<file path="src/rtl/stack_arb_pkg.sv">
// Shared types and constants for the two-port stack arbiter.
// Holds the controller state encoding and the push/pop opcode values.
package stack_arb_pkg;

    typedef enum logic [2:0] {
        IDLE,
        ISSUE,
        SETTLE,
        ACK,
        FLUSH
    } state_t;

    localparam logic OP_PUSH = 1'b0;
    localparam logic OP_POP  = 1'b1;

endpackage

</file>
<file path="src/rtl/rr_arb2.sv">
// Two-way round-robin grant selection. Purely combinational.
// The priority pointer register lives in the parent.
module rr_arb2 (
    input  logic [1:0] req,
    input  logic       ptr,
    output logic       gnt_idx,
    output logic       gnt_valid
);

    // NOTE: every output is given a value on every path so no latch is inferred.
    always_comb begin
        gnt_valid = |req;
        if (&req) begin
            gnt_idx = ptr;
        end else begin
            gnt_idx = req[1];
        end
    end

endmodule

</file>
<file path="src/rtl/stack_port_arbiter.sv">
// Shares one push/pop stack between two requesters through a four-state
// issue/settle/ack sequence, with overflow/underflow guarding and flush.
module stack_port_arbiter
    import stack_arb_pkg::*;
#(
    parameter int N = 7
) (
    input  logic       clk,
    input  logic       reset,
    input  logic [1:0] req,
    input  logic [1:0] op,
    input  logic [N:0] wdata0,
    input  logic [N:0] wdata1,
    input  logic       flush,
    output logic [1:0] ack,
    output logic       err,
    output logic [N:0] rdata,
    output logic       flush_ack,
    output logic       stk_en,
    output logic       stk_pushpop,
    output logic       stk_clr,
    output logic [N:0] stk_din,
    input  logic [N:0] stk_dout,
    input  logic       stk_empty,
    input  logic       stk_full
);

    state_t     state;
    logic       sel;
    logic       ptr;
    logic       err_r;
    logic       clr_r;
    logic [N:0] rdata_r;

    logic       gnt_idx;
    logic       gnt_valid;
    logic       op_g;
    logic [N:0] wdata_g;
    logic       legal;

    rr_arb2 u_rr_arb2 (
        .req       (req),
        .ptr       (ptr),
        .gnt_idx   (gnt_idx),
        .gnt_valid (gnt_valid)
    );

    // The stack is idle between IDLE and ISSUE, so the flags seen here are
    // the same ones that stand during the ISSUE cycle.
    always_comb begin
        op_g    = op[gnt_idx];
        wdata_g = gnt_idx ? wdata1 : wdata0;
        legal   = (op_g == OP_PUSH) ? !stk_full : !stk_empty;
    end

    // Stack reset follows the controller reset immediately, not a cycle late.
    assign stk_clr = clr_r | ~reset;
    assign rdata   = rdata_r;

    // NOTE: all state here uses non-blocking assignments so every register
    // samples pre-edge values regardless of statement order.
    always_ff @(posedge clk) begin
        if (!reset) begin
            state       <= IDLE;
            sel         <= 1'b0;
            ptr         <= 1'b0;
            err_r       <= 1'b0;
            clr_r       <= 1'b0;
            rdata_r     <= '0;
            ack         <= 2'b00;
            err         <= 1'b0;
            flush_ack   <= 1'b0;
            stk_en      <= 1'b0;
            stk_pushpop <= 1'b0;
            stk_din     <= '0;
        end else begin
            case (state)
                IDLE: begin
                    if (flush) begin
                        state     <= FLUSH;
                        clr_r     <= 1'b1;
                        flush_ack <= 1'b1;
                    end else if (gnt_valid) begin
                        state       <= ISSUE;
                        sel         <= gnt_idx;
                        ptr         <= ~gnt_idx;
                        stk_pushpop <= op_g;
                        stk_din     <= wdata_g;
                        stk_en      <= legal;
                        err_r       <= ~legal;
                    end
                end
                ISSUE: begin
                    stk_en <= 1'b0;
                    // Top of stack is captured before the pop shifts it away.
                    if (stk_en && stk_pushpop == OP_POP) begin
                        rdata_r <= stk_dout;
                    end
                    state <= SETTLE;
                end
                SETTLE: begin
                    ack   <= sel ? 2'b10 : 2'b01;
                    err   <= err_r;
                    state <= ACK;
                end
                ACK: begin
                    ack   <= 2'b00;
                    err   <= 1'b0;
                    state <= IDLE;
                end
                FLUSH: begin
                    clr_r     <= 1'b0;
                    flush_ack <= 1'b0;
                    state     <= IDLE;
                end
                default: state <= IDLE;
            endcase
        end
    end

endmodule
</file>
<file path="config.mk">
export PLATFORM = sky130hd
export DESIGN_NAME = stack_port_arbiter
export DESIGN_NICKNAME = d
export VERILOG_FILES = /design/src/rtl/stack_arb_pkg.sv /design/src/rtl/rr_arb2.sv /design/src/rtl/stack_port_arbiter.sv
export SDC_FILE = /design/constraint.sdc
export NUM_CORES = 1
export LEC_CHECK = 0
export ABC_AREA = 1
export ABC_CLOCK_PERIOD_IN_PS = 1600
export CAP_MARGIN = 20
export CELL_PAD_IN_SITES_DETAIL_PLACEMENT = 1
export CELL_PAD_IN_SITES_GLOBAL_PLACEMENT = 1
export CORE_MARGIN = 2
export CORE_UTILIZATION = 25
export DETAILED_ROUTE_END_ITERATION = 10
export PLACE_DENSITY_LB_ADDON = 0.12
export RECOVER_POWER = 50
export REMOVE_ABC_BUFFERS = 1
export SYNTH_ARGS = -nofsm -noshare
export SYNTH_HDL_FRONTEND = slang
export SYNTH_SLANG_ARGS = --single-unit
</file>
<file path="constraint.sdc">
create_clock -name clk -period 1.6 [get_ports clk]
set_input_delay 0.32 -clock clk [delete_from_list [all_inputs] [get_ports clk]]
set_output_delay 0.32 -clock clk [all_outputs]
set_load 0.01 [all_outputs]
</file>
==> run_results.csv <==
group,metric,value,unit
setup_path,cp_top_family,"buffers and inverters",
global_route,grt.overflow.total,0,
clock_tree,path_clk_slew,100,ps
setup_path,path_cells,"clkdlybuf4s50_1",
setup_path,crit_path_start_kind,"flip-flop",
worst_hold_path,hold_class,"reg2reg",
worst_hold_path,hold_start,"rdata[4]",
global_route,grt_usage,11.88,%
power,peakVddDrop,0.0003819,V
drt,vias,1324,
cells_and_area,diodes,0,
drt,wl,3.522,mm
timing,fin_skew,3.320,ps
power,p_per_area,796.4,mW/mm^2
floorplanning,die_h,78.94,microns
floorplanning,core,0.005473,sq mm
synth,synthCells,182,
cells_and_area,fin_util,38.09,%
drt,post_drt_wl_per_cell,11.18,microns
global_route,antenna_found_initial,0,
global_route,grt_max_degree,20,
timing,fin_tns_setup,0,ps
global_route,grt_first_pass_wirelength,5.837,mm
clock_tree,h-tree-depth,1,
clock_tree,clk_path_buf_depth,2,
cells_and_area,mostFrequentLayoutCells,"clkdlybuf4s50_1, nand2_1, dfxtp_1",
cells_and_area,fin_cells,315,
global_route,grt_pass1_vias,1266,
floorplanning,num_rows,27,
clock_tree,cts_root_buffer,"clkbuf_8",
drt,via_per_inst,4.203,
place,gp_congestion,0.7013,
setup_path,critPathLaunch,"stk_en",
place,dp_hpwl,2.740,mm
synth,synth_cell_types,23,
setup_path,cp_slowest_cell,"clkdlybuf4s50_1",
clock_tree,cts_tree,"done",
place,dp_slack,-253.1,ps
setup_path,cp-end-kind,"output port",
cells_and_area,final_common_cell,"clkdlybuf4s50_1",
drt,dr.pass1.iters,3,
setup_path,crit_arrival,1210,ps
timing,tightest_slew,534.9,ps
timing,post-route-min-period,1535,ps
timing,fin_crit_sh,95.92,%
timing,setup_slack,65.31,ps
clock_tree,insertion_delay,270,ps
floorplanning,io_pins,56,
timing,slew_headroom,64.34,%
setup_path,critPathBufInv,1,
run,max_cap_violations,0,
timing,final-setup-viol-count,0,
drt,ant_nets,0,
synth,ys_ff_latch,28,
floorplanning,die_area,0.006231,sq mm
synth,ys.warnings.count,0,
setup_path,crit_fanout,3,
clock_tree,cts_inserted_buffers,3,
setup_path,worst-endpoint-required,1280,ps
timing,drv_slew,0,
setup_path,slowest_delay,560,ps
synth,netlist_area,0.001404,sq mm
clock_tree,clock-sinks,28,
setup_path,reg2reg_from,"state[2]",
drt,drt-initial-drc-count,18,
timing,fmax,651.6,MHz
timing,holdWs,449.4,ps
cells_and_area,nNetsFinal,277,
run_status,outcome,"complete, no violations",
floorplanning,initial_utilization,25.65,%
setup_path,critical_path_class,"reg2out",
power,p_leak,0.0008255,uW
synth,synth.avg_cell_area,7.713,sq um
place,io_buffers,55,
timing,rsz0062_at_grt,"no",
cells_and_area,area_growth,48.48,%
cells_and_area,nFillCells,710,
drt,drc,0,
timing,hold_viol_final,0,
synth,ys_seq_area_share,39.93,%
place,place_inst,311,
floorplanning,die_w,78.94,microns
cells_and_area,layout-drive-gt1-share,19.75,%
-- per-stage QoR --
| stage | power (uW) | instance area, sq um |
|---|---|---|
| 6_report | 1660 | 2085 |
| 4_1_cts | 1714 | 2117 |
| 5_1_grt | 1767 | 2085 |
| 3_5_place_dp | 1261 | 2067 |
| 3_3_place_gp | 1257 | 2067 |
| 2_1_floorplan | 1023 | 1331 |
-- routing by layer --
layer  vias to the layer above  GRT usage, %  part of all wire, %
met5                         -             0                    0
met4                         0         3.621                  1.2
met3                         5         3.068                  6.4
met2                        40         19.49                   45
met1                       586         15.34                   48
li1                        693             -                    -
-- power breakdown --
group | internal, uW | switching (uW) | total, uW
clock network | 220 | 223 | 443
registers | 740 | 32.6 | 773
logic | 227 | 217 | 444
-- cells by family (layout without fill, tap and decap cells) --
group / count (synthesis) / after routing / synth area share [%]
AOI/OAI and AO/OA: 32 / 32 / 14.35
buffers and inverters: 33 / 94 / 11.59
DFF: 28 / 28 / 39.93
and+or+nand+nor: 89 / 89 / 34.14
-- sequential cells by signal, indices dropped and copies added (netlist names) --
| signal | cells |
|---|---|
| err | 1 |
| sel | 1 |
| ack | 2 |
| clr_r | 1 |
| stk_en | 1 |
| stk_pushpop | 1 |
| rdata | 8 |
| err_r | 1 |
| stk_din | 8 |
| ptr | 1 |
| state | 3 |
-- layout make-up --
class / instances / area [sq um] / area share [%]
multi-input combinational: 121 / 660.6 / 31.69
clock buffer: 4 / 55.05 / 2.641
tap: 72 / 90.09 / 4.322
inverter: 24 / 90.09 / 4.322
sequential: 28 / 560.5 / 26.89
timing repair buffer: 66 / 628.1 / 30.13
-- synthesized netlist by cell type (all sizes together) --
| library cell | n | share of area (%) |
|---|---|---|
| a21oi | 24 | 11 |
| dfxtp | 28 | 40 |
| nor3 | 2 | 0.71 |
| nor2 | 10 | 4.9 |
| nand2 | 54 | 19 |
| buf | 9 | 5.2 |
| nand3 | 20 | 7.5 |
| nand4 | 1 | 0.89 |
| inv | 24 | 6.4 |
| o21ai | 8 | 2.9 |
| or2 | 2 | 1.1 |
-- worst paths after layout --
kind | to | slack, ps | cells past startpoint
max reg2reg | rdata[5] | 300 | 4
min | rdata[4] | 450 | 2
max | stk_en | 70 | 1
min reg2reg | rdata[4] | 450 | 2
-- timing repair --
| item | CTS | global route |
|---|---|---|
| gates cloned | 0 | 0 |
| resized for setup | 4 | 1 |
| buffers inserted | 0 | 0 |
| hold buffers | 0 | 0 |
| setup endpoints to repair | 1 | 1 |
Power figures use the tool's default switching activity.
